$ cat src/rtl/overcurrent_pkg.sv
// Shared state encoding, bridge constants and a saturating trip counter helper
// for the overcurrent supervisor.
package overcurrent_pkg;

  typedef enum logic [1:0] {
    IDLE     = 2'd0,
    RUN      = 2'd1,
    COOLDOWN = 2'd2,
    LOCKOUT  = 2'd3
  } oc_state_t;

  localparam logic [1:0] MOTOR_COAST = 2'b00;

  function automatic logic [1:0] sat_inc2(input logic [1:0] value, input logic [1:0] limit);
    logic [1:0] result;
    if (value >= limit) begin
      result = limit;
    end else begin
      result = value + 2'd1;
    end
    return result;
  endfunction

endpackage

$ cat src/rtl/overcurrent_supervisor_debounce.sv
// Overcurrent debounce: emits a one-cycle trip strobe on the DEBOUNCE-th
// consecutive enabled cycle with the overcurrent flag asserted.
module oc_debounce #(
  parameter int DEBOUNCE = 4
) (
  input  logic clk,
  input  logic reset,
  input  logic over,
  input  logic enable,
  output logic trip
);

  localparam int DW = $clog2(DEBOUNCE + 1);
  localparam logic [DW-1:0] LAST = DW'(DEBOUNCE - 1);

  logic [DW-1:0] deb_cnt_r;

  assign trip = enable & over & (deb_cnt_r == LAST);

  // Consecutive-overcurrent counter; any clean or disabled cycle restarts it
  always_ff @(posedge clk or posedge reset) begin
    if (reset) begin
      deb_cnt_r <= '0;
    end else if (enable && over && !trip) begin
      deb_cnt_r <= deb_cnt_r + DW'(1);
    end else begin
      deb_cnt_r <= '0;
    end
  end

endmodule

$ cat src/rtl/overcurrent_supervisor.sv
// Motor-drive supervisor: trips the H-bridge off on debounced overcurrent,
// cools down and retries, and latches a lockout after repeated trips.
module overcurrent_supervisor
  import overcurrent_pkg::*;
#(
  parameter int DEBOUNCE    = 4,
  parameter int COOL_CYCLES = 1000,
  parameter int MAX_RETRY   = 3,
  parameter int GOOD_CYCLES = 50000,
  parameter int CW          = 16
) (
  input  logic       clk,
  input  logic       reset,
  input  logic       Overx,
  input  logic       Underx,
  input  logic       drive_req,
  input  logic [1:0] dir_req,
  input  logic       clear_fault,
  output logic       EnA,
  output logic [1:0] Motorx,
  output logic       fault,
  output logic       lockout,
  output logic [1:0] trip_count
);

  localparam logic [CW-1:0] COOL_LIMIT = CW'(COOL_CYCLES);
  localparam logic [CW-1:0] GOOD_LIMIT = CW'(GOOD_CYCLES);
  localparam logic [1:0]    RETRY_LIMIT = 2'(MAX_RETRY);

  oc_state_t     state_r, state_s;
  logic [CW-1:0] cool_cnt_r, cool_cnt_s;
  logic [CW-1:0] good_cnt_r, good_cnt_s;
  logic [1:0]    trip_cnt_r, trip_cnt_s;
  logic [1:0]    motor_r, motor_s;
  logic          en_r, fault_r, lockout_r;
  logic          trip_s;
  logic          under_ok_s;

  // Both comparator flags high is an invalid reading and is treated as overcurrent
  assign under_ok_s = Underx & ~Overx;

  oc_debounce #(.DEBOUNCE(DEBOUNCE)) u_debounce (
    .clk    (clk),
    .reset  (reset),
    .over   (Overx),
    .enable (state_r == RUN),
    .trip   (trip_s)
  );

  // Next-state, counter and output decode
  always_comb begin
    state_s    = state_r;
    cool_cnt_s = cool_cnt_r;
    good_cnt_s = good_cnt_r;
    trip_cnt_s = trip_cnt_r;
    motor_s    = MOTOR_COAST;
    case (state_r)
      IDLE: begin
        if (drive_req && !Overx) begin
          state_s = RUN;
        end else begin
          state_s = IDLE;
        end
      end
      RUN: begin
        if (trip_s) begin
          trip_cnt_s = sat_inc2(trip_cnt_r, RETRY_LIMIT);
          good_cnt_s = '0;
          cool_cnt_s = '0;
          if (trip_cnt_s == RETRY_LIMIT) begin
            state_s = LOCKOUT;
          end else begin
            state_s = COOLDOWN;
          end
        end else if (!drive_req) begin
          state_s    = IDLE;
          good_cnt_s = '0;
        end else if (!Overx) begin
          if (good_cnt_r < GOOD_LIMIT) begin
            good_cnt_s = good_cnt_r + CW'(1);
          end else begin
            good_cnt_s = good_cnt_r;
          end
          // A long enough clean run forgives earlier trips
          if (good_cnt_s == GOOD_LIMIT) begin
            trip_cnt_s = 2'd0;
          end else begin
            trip_cnt_s = trip_cnt_r;
          end
        end else begin
          good_cnt_s = good_cnt_r;
        end
      end
      COOLDOWN: begin
        if (cool_cnt_r == COOL_LIMIT && under_ok_s) begin
          cool_cnt_s = '0;
          if (drive_req) begin
            state_s = RUN;
          end else begin
            state_s = IDLE;
          end
        end else if (cool_cnt_r < COOL_LIMIT) begin
          cool_cnt_s = cool_cnt_r + CW'(1);
        end else begin
          cool_cnt_s = cool_cnt_r;
        end
      end
      LOCKOUT: begin
        if (clear_fault && !drive_req) begin
          state_s    = IDLE;
          trip_cnt_s = 2'd0;
        end else begin
          state_s = LOCKOUT;
        end
      end
      default: begin
        state_s = IDLE;
      end
    endcase
    if (state_s == RUN) begin
      motor_s = dir_req;
    end else begin
      motor_s = MOTOR_COAST;
    end
  end

  // State, counters and registered bridge/status outputs
  always_ff @(posedge clk or posedge reset) begin
    if (reset) begin
      state_r    <= IDLE;
      cool_cnt_r <= '0;
      good_cnt_r <= '0;
      trip_cnt_r <= 2'd0;
      motor_r    <= MOTOR_COAST;
      en_r       <= 1'b0;
      fault_r    <= 1'b0;
      lockout_r  <= 1'b0;
    end else begin
      state_r    <= state_s;
      cool_cnt_r <= cool_cnt_s;
      good_cnt_r <= good_cnt_s;
      trip_cnt_r <= trip_cnt_s;
      motor_r    <= motor_s;
      en_r       <= (state_s == RUN);
      fault_r    <= (state_s == COOLDOWN) || (state_s == LOCKOUT);
      lockout_r  <= (state_s == LOCKOUT);
    end
  end

  assign EnA        = en_r;
  assign Motorx     = motor_r;
  assign fault      = fault_r;
  assign lockout    = lockout_r;
  assign trip_count = trip_cnt_r;

endmodule

$ cat config.mk
export PLATFORM = sky130hd
export DESIGN_NAME = overcurrent_supervisor
export DESIGN_NICKNAME = d
export VERILOG_FILES = /design/src/rtl/overcurrent_pkg.sv /design/src/rtl/overcurrent_supervisor_debounce.sv /design/src/rtl/overcurrent_supervisor.sv
export SDC_FILE = /design/constraint.sdc
export NUM_CORES = 1
export LEC_CHECK = 0
export CAP_MARGIN = 20
export CORE_MARGIN = 3
export CORE_UTILIZATION = 25
export DETAILED_ROUTE_END_ITERATION = 16
export PLACE_DENSITY = 0.42
export REMOVE_ABC_BUFFERS = 1
export SLEW_MARGIN = 20
export SYNTH_ARGS = -nofsm -noshare
export SYNTH_HDL_FRONTEND = slang
export SYNTH_SLANG_ARGS = --single-unit
$ cat constraint.sdc
create_clock -name clk -period 3.15 [get_ports clk]
set_input_delay 0.63 -clock clk [delete_from_list [all_inputs] [get_ports clk]]
set_output_delay 0.63 -clock clk [all_outputs]
set_load 0.01 [all_outputs]
Word level (Yosys, flattened, before mapping)

Cells that the tools add are included.

Bits in registers: 44
Input port bits: 8
Logic and storage cells: 83

Add/subtract/negate cells: 4
$lt $le $gt $ge: 3
Equal/unequal tests: 17
Mux-type cells: 31
Bitwise gates (word level): 4
Reduce and logical (&&, ||, !) cells: 15

Operators with widths:

| operator                                                     | count |
|---|---|
| 2-to-1 mux 16 bit                                            | 11 |
| adder 16 x 1 -> 16 bit, second input constant                | 2 |
| case mux 16 bit (2 select lines)                             | 1 |
| 2-to-1 mux 2 bit                                             | 13 |
| equality test 16 x 10 -> 1 bit, second input constant        | 1 |
| equality test 16 bit, second input constant                  | 1 |
| less-than comparator 16 x 10 -> 1 bit, second input constant | 1 |
| less-than comparator 16 bit, second input constant           | 1 |
| != test 3 bit, second input constant                         | 4 |
| equality test 2 bit, second input constant                   | 5 |
| case mux 2 bit (4 select lines)                              | 1 |
| logical AND 1 bit                                            | 5 |
| AND reduction 5 bit                                          | 1 |
| equality test 2 x 1 -> 1 bit, second input constant          | 2 |
| != test 2 bit, second input constant                         | 2 |
| case mux 2 bit (2 select lines)                              | 1 |
| nonzero test 2 bit                                           | 2 |
| adder 3 x 1 -> 3 bit, second input constant                  | 1 |
| bitwise AND 1 bit                                            | 3 |
| equality test 3 x 2 -> 1 bit, second input constant          | 1 |
| zero test 1 bit                                              | 3 |
| 2-to-1 mux 1 bit                                             | 3 |
| 2-to-1 mux 3 bit                                             | 1 |
| != test 3 x 2 -> 1 bit, second input constant                | 1 |
| other kinds (7)                                              | 7 |

Longest topological paths before layout

Word-level depth: 12
Mapped depth: 10
Depth with buffers taken out: 9

Cells and area by module

Synthesis repeated with hierarchy kept, for this count alone.

Cell total of the unflattened synthesis: 307
Area total of the unflattened synthesis: 2657.5 um^2

Modules (own cells, without submodules):

| module                 | times used | cells an instance | area each (um^2) |
|---|---|---|---|
| overcurrent_supervisor | 1          | 296               | 2507.4 |
| oc_debounce            | 1          | 11                | 150.1 |

Worst setup path before layout

No wires, ideal clock.

Path kind: register -> register
Start point: register good_cnt_r[0]
End point: register trip_cnt_r[0] (netlist: trip_count[0])
Setup time: 130 ps
Arrival: 2567 ps
Required time: 3020 ps
Path slack: 453 ps
Stages on the path, launching flop included: 9
Path buffers: 0
Cell sequence: dfrtp_1 ha_1 nand3_1 nor4_1 xnor2_1 o2111ai_1 or4_1 o41ai_1 o21ai_1

Longest elaborated chain between the ends: 9
Elaborated cells on any way between the ends: 10
Those cells by class: add/sub: 1; order compare: 1; eq/ne: 2; mux: 5; reduce/logical: 1

RTL lines:

| item                                                                         | line                                                       | source |
|---|---|---|
| start: declaration                                                           | overcurrent_supervisor.sv:32                               | `logic [CW-1:0] good_cnt_r, good_cnt_s;` |
| start signal: assignment                                                     | overcurrent_supervisor.sv:141                              | `good_cnt_r <= good_cnt_s;` |
| adder 16 x 1 -> 16 bit / less-than comparator 16 bit (equally long branches) | overcurrent_supervisor.sv:80, overcurrent_supervisor.sv:79 |  |
| 2-to-1 mux 16 bit (*)                                                        | overcurrent_supervisor.sv:79                               | `if (good_cnt_r < GOOD_LIMIT) begin` |
| 2-to-1 mux 16 bit (*)                                                        | overcurrent_supervisor.sv:78                               | `end else if (!Overx) begin` |
| 2-to-1 mux 16 bit (*)                                                        | overcurrent_supervisor.sv:75                               | `end else if (!drive_req) begin` |
| 2-to-1 mux 16 bit (*)                                                        | overcurrent_supervisor.sv:66                               | `if (trip_s) begin` |
| 2-to-1 mux 16 bit (*)                                                        | overcurrent_supervisor.sv:57                               | `case (state_r)` |
| equality test 16 bit (*)                                                     | overcurrent_supervisor.sv:85                               | `if (good_cnt_s == GOOD_LIMIT) begin` |
| != test 3 bit (no line) (*)                                                  | -                                                          |  |
| AND reduction 5 bit (no line) (*)                                            | -                                                          |  |
| end signal: assignment                                                       | overcurrent_supervisor.sv:142                              | `trip_cnt_r <= trip_cnt_s;` |
| end: declaration                                                             | overcurrent_supervisor.sv:33                               | `logic [1:0] trip_cnt_r, trip_cnt_s;` |

Every way passes the cells marked *; elsewhere a longest branch is shown, timed or not. The select of a mux whose other input is x is not followed.
A chain may end at the register's enable or synchronous reset.

Final worst setup path

Start point: register good_cnt_r[1]
End point: register trip_cnt_r[0] (netlist: trip_count[0])

Same word-level chain as after synthesis.

==> out/metrics.csv <==
metric,value,unit
r2r-start,good_cnt_r[1]$_DFFE_PP0P_,
place_congestion,0.8794,
cpPeakStageDelay,0.52,ns
fin_ws,0.2301,ns
layout_common_cells,"43 x dfrtp_1, 34 x nand2_1, 30 x nor2_1",
finalHoldViolCount,0,
power_density,432.9,mW/mm^2
worst_setup_path_end_kind,register,
cts.path.max_buffers,2,
fmax,342.5,MHz
critPathKind,reg2reg,
core_area,0.01004,mm^2
diodes,0,
cellInternalPower,0.0008990,W
fin_cells,465,
outcome,completed,
crit_arrival,3.10,ns
ios,15,
setup_viol_count_final,0,
syn_area,0.002654,mm^2
wl_per_cell,14.77,um
grtUsageTotal,0.1235,
grt_use_met3,0.02072,
post-place-ws,0.2385,ns
syn_inst,309,
dp_cells,457,
p_seq_frac,0.489,
clkLatencyLatePin,0.29,ns
p_clk_frac,0.260,
path_clk_slew,0.09,ns
slew_headroom,0.6083,
period_needed,2.920,ns
fin_setup_tns,0,ns
cts_tree,done,
ctsHoldBuffers,0,
hold_path_class,reg2reg,
viasPerCell,5.002,
startpoint,good_cnt_r[1]$_DFFE_PP0P_,
area_delta_synth_final,16.17,%
r2r_end,trip_count[0]$_DFFE_PP0P_,
remaining_drc_errors,0,
final_antenna_net_count,0,
use_met2,0.1939,
comb_power_share,0.251,
leakage,1.208,nW
drtIter0Drc,124,
tightestPinTransition,0.5875,ns
skew,0.006378,ns
hpwl,5271,um
clkSinkCount,43,
grt_busiest_layer,met2,
grt_setup_unrepaired,false,
cts-root-buf,clkbuf_8,
drive_gt1_frac,0.1054,
cp.required,3.33,ns
grt_pass1_wl,11610,um
crit_end,trip_count[0]$_DFFE_PP0P_,
cts_buffers,5,
num_rows,36,
die_h,109.0,um
synth_cell_types,57,
vias,2326,
grt_pass1_vias,2213,
nNetsFinal,344,
p_sw_frac,0.3265,
cap_viol_max_count,0,
slew_violations,0,
yosysSeqAreaShare,0.4055,
async_flop_share,1.000,
wirelength,6870,um
dieArea,0.01189,mm^2
cts_resized,0,
ff2ff_path_depth,8,
path_cells,ha_1 -> nand3_1 -> nor4_1 -> xnor2_1 -> o2111ai_1 -> or4_1 -> o41ai_1 -> o21ai_1,
p_sw,0.0004358,W
initial_core_util,0.2642,
use_met1,0.1750,
ys_warn_count,0,
slowest_stage,or4_1,
cp-start-kind,register,
antenna_found_initial,0,
post_cts_buffers,0,
worst-r2r-setup-slack,0.23,ns
grt_max_degree,24,
layout_commonest_cell,dfrtp_1,
synth_edf_count,0,
port_buffers,14,
vdd_drop_max,0.1982,mV
period_share,0.9270,
ys_ff_latch,43,
cts_htree_levels,2,
avgSynthCellArea,8.588,um^2
crit_fanout,6,
die_w,109.0,um
synth_ff_type,dfrtp_1,
drtPass1Iterations,4,
grt-ovfl-total,0,
## cells in the mapped netlist, drive strengths merged (3+ instances only)
library cell | n | area (um^2)
nor2 | 33 | 131.4
nand3 | 12 | 60.06
xor2 | 4 | 35.03
and2 | 5 | 31.28
or2 | 3 | 18.77
a31oi | 3 | 18.77
mux2i | 3 | 30.03
inv | 14 | 52.55
dfrtp | 43 | 1076
or3 | 4 | 30.03
nor4 | 10 | 92.59
o31ai | 4 | 30.03
nor2b | 5 | 31.28
nand2b | 7 | 46.30
a21oi | 14 | 70.07
nand4 | 4 | 40.04
nor3 | 11 | 55.05
o21ai | 31 | 155.1
buf | 4 | 25.02
o41ai | 3 | 26.28
o31a | 3 | 27.53
ha | 5 | 62.56
clkbuf | 7 | 27.52
o21a | 5 | 37.54
and3 | 5 | 31.28
nand2 | 34 | 127.6
a22o | 6 | 52.55
## cell type report
type / instances / area [um^2]
Fill cell: 1070 / 6962
Multi-Input combinational cell: 241 / 1473
Sequential cell: 43 / 1076
Timing Repair Buffer: 26 / 230.2
Tap cell: 133 / 166.4
Clock buffer: 6 / 72.57
Inverter: 14 / 52.55
Clock inverter: 2 / 12.51
## layer usage
metal  share of wire  wire length, um
met1            0.50             3449
met2            0.45             3105
met3           0.037              254
met4          0.0087               60
met5               0                0
## logic make-up after synthesis
kind of cell | after synthesis | synth area share
simple gates | 143 | 0.2942
compound gates | 82 | 0.1976
flops | 43 | 0.4055
buf+inv | 25 | 0.03960
xor+xnor | 6 | 0.01980
mux | 5 | 0.01980
fa+ha+maj | 5 | 0.02357
## state kept, by name (all words and copies together) (netlist names)
| signal | count |
|---|---|
| cool_cnt_r | 16 |
| good_cnt_r | 16 |
| u_debounce.deb_cnt_r | 3 |
| Motorx | 2 |
| state_r | 2 |
| trip_count | 2 |
| EnA | 1 |
| lockout | 1 |
## through the flow
stage	total power (W)	area, um^2	hold WS, ns	util
2_1_floorplan	0.0008521	2601	0.4081	-
3_3_place_gp	0.001002	2998	0.4193	0.2985
3_5_place_dp	0.001001	2998	0.4309	0.2985
4_1_cts	0.001356	3083	0.4434	0.3069
5_1_grt	0.001434	3083	0.4720	0.3069
6_report	0.001335	3083	0.4431	0.3069
## worst min path at each step
stage          slack (ns)  cells past startpoint                              start                                 to
2_1_floorplan        0.41                      1  u_debounce.deb_cnt_r[0]$_DFF_PP0_  u_debounce.deb_cnt_r[0]$_DFF_PP0_
3_3_place_gp         0.42                      1  u_debounce.deb_cnt_r[0]$_DFF_PP0_  u_debounce.deb_cnt_r[0]$_DFF_PP0_
3_5_place_dp         0.43                      1  u_debounce.deb_cnt_r[0]$_DFF_PP0_  u_debounce.deb_cnt_r[0]$_DFF_PP0_
4_1_cts              0.44                      1  u_debounce.deb_cnt_r[0]$_DFF_PP0_  u_debounce.deb_cnt_r[0]$_DFF_PP0_
5_1_grt              0.47                      1  u_debounce.deb_cnt_r[0]$_DFF_PP0_  u_debounce.deb_cnt_r[0]$_DFF_PP0_
6_report             0.44                      1  u_debounce.deb_cnt_r[0]$_DFF_PP0_  u_debounce.deb_cnt_r[0]$_DFF_PP0_
## worst max-delay path, delay by kind of cell (launching register included)
| family | cells | cell delay [ns] |
|---|---|---|
| xor gates and xnor gates | 1 | 0.18 |
| DFF | 1 | 0.48 |
| AOI/OAI and AO/OA | 3 | 0.67 |
| and+or+nand+nor | 3 | 1.17 |
| adders and majority gates | 1 | 0.30 |
## power groups by stage
stage | combinational, W | clock, W | sequential (W)
global placement | 0.000339 | 0 | 0.000663
floorplan | 0.000187 | 0 | 0.000665
detailed placement | 0.000338 | 0 | 0.000663
finish | 0.000335 | 0.000348 | 0.000652
global route | 0.000380 | 0.000390 | 0.000664
CTS | 0.000339 | 0.000364 | 0.000653
Power figures use the tool's default switching activity.
